==> src/rtl/cplx_acc_pkg.sv <==
// ----------------------------------------------------------------------------
// cplx_acc_pkg
// Shared definitions for the complex block accumulator:
//   - default sample / accumulator widths
//   - FSM state encoding (IDLE / ACC / HOLD)
//   - Q7.8 saturation limits
//   - block-length decode helper (len==0 means 256 samples)
// ----------------------------------------------------------------------------
package cplx_acc_pkg;

    localparam int DW_DEF = 16;
    localparam int AW_DEF = 24;
    localparam int CNT_W  = 9;

    localparam logic [1:0] ST_IDLE = 2'd0;
    localparam logic [1:0] ST_ACC  = 2'd1;
    localparam logic [1:0] ST_HOLD = 2'd2;

    localparam logic [15:0] SAT_MAX = 16'h7FFF;
    localparam logic [15:0] SAT_MIN = 16'h8000;

    // An 8-bit length field of zero encodes the full 256-sample block.
    function automatic logic [CNT_W-1:0] blk_len(input logic [7:0] l);
        return (l == 8'd0) ? 9'd256 : {1'b0, l};
    endfunction

endpackage

==> src/rtl/sat_trunc.sv <==
// ----------------------------------------------------------------------------
// sat_trunc
// Narrows a signed IW-bit value to a signed OW-bit value, clamping to the
// OW-bit two's-complement range instead of wrapping.
// Ports:
//   din   in   IW  signed wide value (accumulator)
//   dout  out  OW  clamped signed result
//   sat   out  1   high when din was outside the OW-bit range
// ----------------------------------------------------------------------------
module sat_trunc
    import cplx_acc_pkg::*;
#(
    parameter int IW = AW_DEF,
    parameter int OW = DW_DEF
) (
    input  logic signed [IW-1:0] din,
    output logic signed [OW-1:0] dout,
    output logic                 sat
);

    // OW-bit limits sign-extended to IW bits so the compare is exact.
    localparam logic signed [IW-1:0] MAX_EXT = {{(IW-OW+1){1'b0}}, {(OW-1){1'b1}}};
    localparam logic signed [IW-1:0] MIN_EXT = {{(IW-OW+1){1'b1}}, {(OW-1){1'b0}}};

    always_comb begin
        dout = din[OW-1:0];
        sat  = 1'b0;
        if (din > MAX_EXT) begin
            dout = MAX_EXT[OW-1:0];
            sat  = 1'b1;
        end else if (din < MIN_EXT) begin
            dout = MIN_EXT[OW-1:0];
            sat  = 1'b1;
        end
    end

endmodule

==> src/rtl/cplx_acc.sv <==
// ----------------------------------------------------------------------------
// cplx_acc
// Accumulates a block of len complex samples (Q7.8, real + imaginary) from a
// complex MAC, then presents the saturated block sums until downstream takes
// them. The accumulator is wide enough for 256 full-scale samples, so
// clamping happens only once, on the way out.
// Ports:
//   clk, rstn           clock, asynchronous active-low reset
//   in_valid/in_ready   input handshake
//   in_r, in_j          sample real / imaginary part (signed Q7.8)
//   in_ovf              MAC overflow flag for this sample
//   len                 samples per block (0 = 256), sampled on the first
//                       transfer of a block
//   out_valid/out_ready output handshake
//   out_r, out_j        saturated block sums
//   out_sat             either part was clamped
//   out_ovf             any in_ovf seen during the block
//   busy                a block is in progress
// ----------------------------------------------------------------------------
module cplx_acc
    import cplx_acc_pkg::*;
#(
    parameter int DW = DW_DEF,
    parameter int AW = AW_DEF
) (
    input  logic          clk,
    input  logic          rstn,
    input  logic          in_valid,
    output logic          in_ready,
    input  logic [DW-1:0] in_r,
    input  logic [DW-1:0] in_j,
    input  logic          in_ovf,
    input  logic [7:0]    len,
    output logic          out_valid,
    input  logic          out_ready,
    output logic [DW-1:0] out_r,
    output logic [DW-1:0] out_j,
    output logic          out_sat,
    output logic          out_ovf,
    output logic          busy
);

    logic [1:0]              state;
    logic [CNT_W-1:0]        len_q;
    logic [CNT_W-1:0]        cnt;
    logic signed [AW-1:0]    acc_r;
    logic signed [AW-1:0]    acc_j;
    logic                    ovf_q;

    logic                    in_fire;
    logic signed [AW-1:0]    ext_r;
    logic signed [AW-1:0]    ext_j;
    logic signed [AW-1:0]    acc_r_nxt;
    logic signed [AW-1:0]    acc_j_nxt;
    logic [CNT_W-1:0]        cnt_nxt;
    logic [CNT_W-1:0]        len_eff;
    logic                    ovf_nxt;
    logic                    done;
    logic signed [DW-1:0]    sat_r;
    logic signed [DW-1:0]    sat_j;
    logic                    sat_r_flag;
    logic                    sat_j_flag;

    assign in_ready  = (state != ST_HOLD);
    assign out_valid = (state == ST_HOLD);
    assign busy      = (state != ST_IDLE);
    assign in_fire   = in_valid && in_ready;

    assign ext_r = {{(AW-DW){in_r[DW-1]}}, in_r};
    assign ext_j = {{(AW-DW){in_j[DW-1]}}, in_j};

    // Next accumulator/count values for a transfer in this cycle. In IDLE the
    // sample starts a fresh block, so the live len input is used; afterwards
    // the latched length governs the block.
    always_comb begin
        len_eff   = len_q;
        acc_r_nxt = acc_r + ext_r;
        acc_j_nxt = acc_j + ext_j;
        cnt_nxt   = cnt + 9'd1;
        ovf_nxt   = ovf_q | in_ovf;
        if (state == ST_IDLE) begin
            len_eff   = blk_len(len);
            acc_r_nxt = ext_r;
            acc_j_nxt = ext_j;
            cnt_nxt   = 9'd1;
            ovf_nxt   = in_ovf;
        end
        done = (cnt_nxt == len_eff);
    end

    // Clamp the value the accumulator is about to take, so the result can be
    // registered on the same edge that enters HOLD.
    sat_trunc #(.IW(AW), .OW(DW)) u_sat_r (
        .din  (acc_r_nxt),
        .dout (sat_r),
        .sat  (sat_r_flag)
    );

    sat_trunc #(.IW(AW), .OW(DW)) u_sat_j (
        .din  (acc_j_nxt),
        .dout (sat_j),
        .sat  (sat_j_flag)
    );

    always_ff @(posedge clk or negedge rstn) begin
        if (!rstn) begin
            state   <= ST_IDLE;
            len_q   <= '0;
            cnt     <= '0;
            acc_r   <= '0;
            acc_j   <= '0;
            ovf_q   <= 1'b0;
            out_r   <= '0;
            out_j   <= '0;
            out_sat <= 1'b0;
            out_ovf <= 1'b0;
        end else begin
            case (state)
                ST_IDLE, ST_ACC: begin
                    if (in_fire) begin
                        acc_r <= acc_r_nxt;
                        acc_j <= acc_j_nxt;
                        cnt   <= cnt_nxt;
                        ovf_q <= ovf_nxt;
                        if (state == ST_IDLE) begin
                            len_q <= len_eff;
                        end
                        if (done) begin
                            state   <= ST_HOLD;
                            out_r   <= sat_r;
                            out_j   <= sat_j;
                            out_sat <= sat_r_flag | sat_j_flag;
                            out_ovf <= ovf_nxt;
                        end else begin
                            state <= ST_ACC;
                        end
                    end
                end
                ST_HOLD: begin
                    if (out_ready) begin
                        state <= ST_IDLE;
                    end
                end
                default: state <= ST_IDLE;
            endcase
        end
    end

endmodule

==> config.mk <==
export PLATFORM = sky130hd
export DESIGN_NAME = cplx_acc
export DESIGN_NICKNAME = d
export VERILOG_FILES = /design/src/rtl/cplx_acc_pkg.sv /design/src/rtl/sat_trunc.sv /design/src/rtl/cplx_acc.sv
export SDC_FILE = /design/constraint.sdc
export NUM_CORES = 1
export LEC_CHECK = 0
export CORE_MARGIN = 3
export CORE_UTILIZATION = 52
export CTS_CLUSTER_SIZE = 12
export DETAILED_ROUTE_END_ITERATION = 12
export GPL_TIMING_DRIVEN = 0
export PLACE_DENSITY = 0.81
export SLEW_MARGIN = 20
export SYNTH_ARGS = -nofsm -noshare
export SYNTH_HDL_FRONTEND = slang
export SYNTH_SLANG_ARGS = --single-unit
export TNS_END_PERCENT = 1
==> constraint.sdc <==
create_clock -name clk -period 3.2 [get_ports clk]
set_input_delay 0.8 -clock clk [delete_from_list [all_inputs] [get_ports clk]]
set_output_delay 0.8 -clock clk [all_outputs]
set_load 0.005 [all_outputs]
* Word-level counts from Yosys, hierarchy flattened *
Index checks and enable logic that the tools add are counted.

word-level totals
  bits in registers = 103
  output and inout port bits = 37

cells by class
  order comparisons = 4
  bitwise gates (word level) = 2
  reductions and logical operators = 9
  muxes and demuxes = 18
  $add $sub $neg = 3
  eq/ne operators = 6

operator list
  operator                number
  $mux W16                4
  $add A24 B16 Y24        2
  $gt A24 B16 Y1 const B  2
  $lt A24 B16 Y1 const B  2
  $mux W24                2
  $mux W9                 3
  $add A9 B1 Y9 const B   1
  $eq A9 B9 Y1            1
  $logic_not A8 Y1        1
  $mux W2                 3
  $reduce_and A3 Y1       2
  $mux W1                 5
  $ne A2 B2 Y1 const B    2
  $pmux W2 S2             1
  $reduce_and A2 Y1       2
  $eq A2 B1 Y1 const B    1
  $eq A2 B2 Y1 const B    1
  $logic_not A2 Y1        1
  $ne A2 B1 Y1 const B    1
  $or A1 B1 Y1            2
  $reduce_bool A2 Y1      1
  $reduce_or A2 Y1        1
  $logic_and A1 B1 Y1     1

* Logic depth before layout (Yosys ltp) *
  word-level depth = 7
  gate-level depth with buffers = 14
  gate-level depth less buffers = 13

* By module *
Synthesis repeated with hierarchy kept, for this count alone.

unflattened totals
  cells, all modules = 919
  area, all modules = 7960.1 µm²

by module, submodules not included
  module     cells an instance  area each (µm²)  times used  sequential area each (µm²)
  cplx_acc   829                7359.6           1           2577.5
  sat_trunc  45                 300.3            2           0.0

* Worst setup path before layout *
OpenSTA, ideal clock, no wires.

  path kind = in2reg
  start point = input in_r[0]
  end point = register out_sat
  path buffers = 0
  stages on the path = 13
  slack = -0.498 ns
  library setup time = 0.126 ns
  data arrival time = 3.572 ns
  required time = 3.074 ns
  cell sequence = ha_1 > inv_1 > fa_1 > nand2b_1 > a21oi_1 > o21ai_2 > a211oi_2 > nor4b_1 > or3b_1 > a21o_1 > o41ai_2 > nand2_2 > o32a_1

on the way
  word-level cells in the longest chain between the ends = 6
  elaborated cells on any way between the ends = 7

RTL lines
  item                  line             RTL
  start, declared       cplx_acc.sv:30   input logic [DW-1:0] in_r,
  $add A24 B16 Y24      cplx_acc.sv:77   acc_r_nxt = acc_r + ext_r;
  $mux W24 *            cplx_acc.sv:81   if (state == ST_IDLE) begin
  $lt A24 B16 Y1        sat_trunc.sv:31  end else if (din < MIN_EXT) begin
  $mux W1               sat_trunc.sv:31
  $mux W1 *             sat_trunc.sv:28  if (din > MAX_EXT) begin
  $or A1 B1 Y1 *        cplx_acc.sv:132  out_sat <= sat_r_flag | sat_j_flag;
  end signal, assigned  cplx_acc.sv:132
  end, declared         cplx_acc.sv:38   output logic out_sat,

Mark *: on every way between the ends. The rest lies on a longest branch, timed or not.
A chain may end at the register's enable or synchronous reset.

* Worst setup path in the final report *
  start point = input in_r[15]
  end point = register out_sat

Same word-level chain as after synthesis.

==> impl_metrics.sql <==
INSERT INTO impl_metrics (metric_group, metric, value, unit) VALUES
('pwr', 'power.density', '1200', 'nW/um^2'),
('run_status', 'violations', 'setup timing', ''),
('global_routing', 'grt_util_all_layers', '29.4', '%'),
('logic_synthesis', 'synth_top_area_cell', 'dfrtp_1', ''),
('clock_tree', 'root_buf_cell', 'clkbuf_16', ''),
('sta', 'layout_min_cycle_time', '3.56', 'ns'),
('placement', 'dpl_cell_area', '8840', 'um^2'),
('finish', 'post_route_cells_drive_above_1_share', '23.6', '%'),
('die', 'die-width', '127', 'um'),
('clock_tree', 'cts_inserted_buffers', '9', ''),
('run', 'max_cap_viol_count', '0', ''),
('setup_path', 'critPathLaunchType', 'input port', ''),
('finish', 'num-fill-cells', '983', ''),
('sta', 'hold_violations', '0', ''),
('logic_synthesis', 'synth-main-ff-cell', 'dfrtp_1', ''),
('detailed_routing', 'drt-pass1-iter-count', '6', ''),
('finish', 'area_delta_synth_final', '34.5', '%'),
('logic_synthesis', 'netlist-cell-type-count', '76', ''),
('detailed_routing', 'route.antenna.remaining_nets', '0', ''),
('die', 'placeableCoreArea', '14100', 'um^2'),
('logic_synthesis', 'yosys_warning_count', '0', ''),
('logic_synthesis', 'leading_cell_type_by_number_of_instances_after_synthesis', 'nand2_1', ''),
('logic_synthesis', 'synth_top_cells_by_area', 'dfrtp_1 (34%), ha_1 (7.7%), o21ai_0 (5.8%), nand2_1 (5.5%), a21oi_1 (4.8%)', ''),
('sta', 'maxSlewHeadroom', '50.8', '%'),
('global_routing', 'largest_net_degree_at_the_start_of_global_routing', '63', ''),
('clock_tree', 'worst_case_clock_buffer_depth', '2', ''),
('global_routing', 'grt_pass1_vias', '7661', ''),
('global_routing', 'grt_overflow', '0', ''),
('die', 'num_rows', '43', ''),
('logic_synthesis', 'synth-edff-count', '0', ''),
('detailed_routing', 'drt_wl_total', '24200', 'um'),
('sta', 'setup_repair_after_global_routing_missed_its_margin', 'true', ''),
('logic_synthesis', 'synth.yosys.seq_area_share', '33.7', '%'),
('pwr', 'p_total', '12.3', 'mW'),
('setup_path', 'critical_path_arrival', '3.81', 'ns'),
('finish', 'finish.instance_area', '10300', 'um^2'),
('setup_path', 'cp.required', '3.45', 'ns'),
('pwr', 'static-leakage-power', '4.39', 'nW'),
('logic_synthesis', 'synth.ff_latch_count', '103', ''),
('detailed_routing', 'via_count', '7936', ''),
('pwr', 'peakVddDrop', '0.000625', 'V'),
('logic_synthesis', 'synth_nets', '1006', ''),
('sta', 'fin_skew', '0.0154', 'ns'),
('sta', 'totalNegativeSetupSlack', '-7.01', 'ns'),
('logic_synthesis', 'post_synth_most_frequent_cells', 'nand2_1 (112), dfrtp_1 (103), nor2_1 (88), o21ai_0 (88), a21oi_1 (73)', ''),
('sta', 'finalSetupViolations', '32', ''),
('logic_synthesis', 'netlist_instances', '912', ''),
('sta', 'max_slew_violation_total_from_the_final_report', '0', ''),
('global_routing', 'antenna_found_initial', '0', ''),
('sta', 'worst_slack', '-0.362', 'ns'),
('die', 'die_area', '16200', 'um^2'),
('worst_hold_path', 'worstHoldPathType', 'input port to asynchronous set/reset pin', ''),
('setup_path', 'critical_path_class', 'input port to flip-flop', ''),
('clock_tree', 'worstSkewPairLatency', '0.36', 'ns'),
('clock_tree', 'cts_tree', 'yes', ''),
('die', 'die_h', '127', 'um'),
('placement', 'numPortBuffers', '81', ''),
('detailed_routing', 'drtIter0Drc', '816', ''),
('finish', 'antenna_cells_inserted', '0', ''),
('logic_synthesis', 'share_of_synthesized_registers_carrying_an_async_set_or_reset', '100', '%'),
('logic_synthesis', 'netlist.area_leader.share', '33.7', '%'),
('detailed_routing', 'vias_per_cell', '6.36', ''),
('placement', 'dp_hpwl', '15800', 'um'),
('global_routing', 'wire_length_of_the_first_global_routing_pass', '39000', 'um'),
('placement', 'gp_routability_congestion', '0.906', ''),
('die', 'pin_count', '82', ''),
('clock_tree', 'clkTransAtPathRegs', '0.09', 'ns'),
('clock_tree', 'clock_sinks', '103', ''),
('run_status', 'outcome', 'finished with violations', ''),
('detailed_routing', 'drc', '0', ''),
('die', 'initial_utilization', '54.1', '%'),
('detailed_routing', 'wl_per_cell', '19.4', 'um'),
('setup_path', 'critical_path.max_fanout', '12', ''),
('sta', 'worstMarginPinSlew', '0.737', 'ns'),
('clock_tree', 'cts_max_level', '3', ''),
('logic_synthesis', 'syn-cell-area', '7650', 'um^2'),
('logic_synthesis', 'post_synthesis_area_per_instance', '8.39', 'um^2'),
('sta', 'achievable-frequency', '281', 'MHz'),
('sta', 'final_min_period_over_clock_period', '111', '%'),
('setup_path', 'crit_path_end_kind', 'flip-flop', ''),
('finish', 'nets', '1157', '');
-- path summary, 6_finish.rpt --
path | startpoint | to | slack (ns) | cells after the start
max | in_r[15] | out_sat | -0.36 | 13
min | rstn | acc_r[21] | 0.36 | 1
max reg2reg | acc_r[11] | out_sat | -0.27 | 15
min reg2reg | acc_r[19] | acc_r[19] | 0.49 | 2
max in group asynchronous | rstn | out_j[14] | 2.21 | 2
min in group clk | acc_r[19] | acc_r[19] | 0.49 | 2
-- metrics by stage --
stage	utilization, %	cells	setup WS [ns]	hold slack [ns]
6_report	72.8	1248	-0.362	0.356
4_1_cts	72.5	1248	-0.187	0.372
3_3_place_gp	62.3	1173	-2.65	0.463
2_1_floorplan	-	912	-0.271	0.450
3_5_place_dp	62.5	1174	-1.87	0.471
5_1_grt	72.8	1248	-0.447	0.386
-- worst max-delay path, stage by stage --
cell and delay [ns]:
buf_4 0.18, ha_1 0.30, buf_4 0.17, a21o_1 0.22, a22oi_1 0.25, o311a_1 0.21, a21boi_0 0.20, o221a_2 0.20
nor4bb_1 0.36, a31o_2 0.27, a31oi_4 0.13, buf_6 0.18, o32a_1 0.33
-- area by class of cell --
type	instances	area, um^2	share of cell area [%]
buffer	44	268	2.60
clock buffer	9	225	2.19
multi-input combinational	744	5530	53.7
sequential	103	2580	25.1
clock inverter	7	88.8	0.863
tap	180	225	2.19
timing repair buffer	144	1320	12.8
inverter	17	63.8	0.620
-- kinds of logic after synthesis --
kind of cell,synth area share (%)
multiplexers,3.22
AND/OR/NAND/NOR,19.3
buffers and inverters,3.65
flip-flops,33.7
adder cells (fa/ha/maj),8.21
AO/OA/AOI/OAI,27.2
XOR/XNOR,4.69
-- registers in the layout, indices dropped and copies added (netlist names) --
signal	count
cnt	9
acc_j	24
out_j	16
acc_r	24
out_sat	1
len_q	9
out_r	16
ovf_q	1
out_ovf	1
state	2
-- layout by cell type, fill, tap and decap left out, types with 13 or more instances in the layout --
cell and n:
clkdlybuf4s50_1 48, xnor2_1 17, dfrtp_1 101, o22a_1 30
nand3_1 24, buf_4 59, nor2_1 82, mux2_2 13
buf_6 22, a21oi_1 63, clkbuf_1 19, ha_4 29
a21o_1 15, xor2_1 21, o21ai_0 82, ha_1 16
nand2_1 109
-- report_power, final --
group	total, mW	internal [mW]	switching [mW]
Clock	1.14	0.558	0.582
Combinational	8.76	4.13	4.63
Sequential	2.44	1.93	0.517
-- layer usage --
metal  wire, um  GRT usage (%)  vias to the layer above  part of all wire, %
met5          0              0                        -                    0
met2      11700           48.5                      370                   48
met4        745           10.3                        0                  3.1
li1           -              -                     3640                    -
met3       1700           4.52                       77                  7.0
met1      10100           39.4                     3849                   42
-- what timing repair did --
item	in CTS	in global routing
cloned	2	0
pin swaps	94	2
setup buffers	60	0
gates resized for setup	241	13
endpoints found under the setup margin	62	36
hold buffers	0	0
Note: power is estimated with default switching activity, not from simulation.
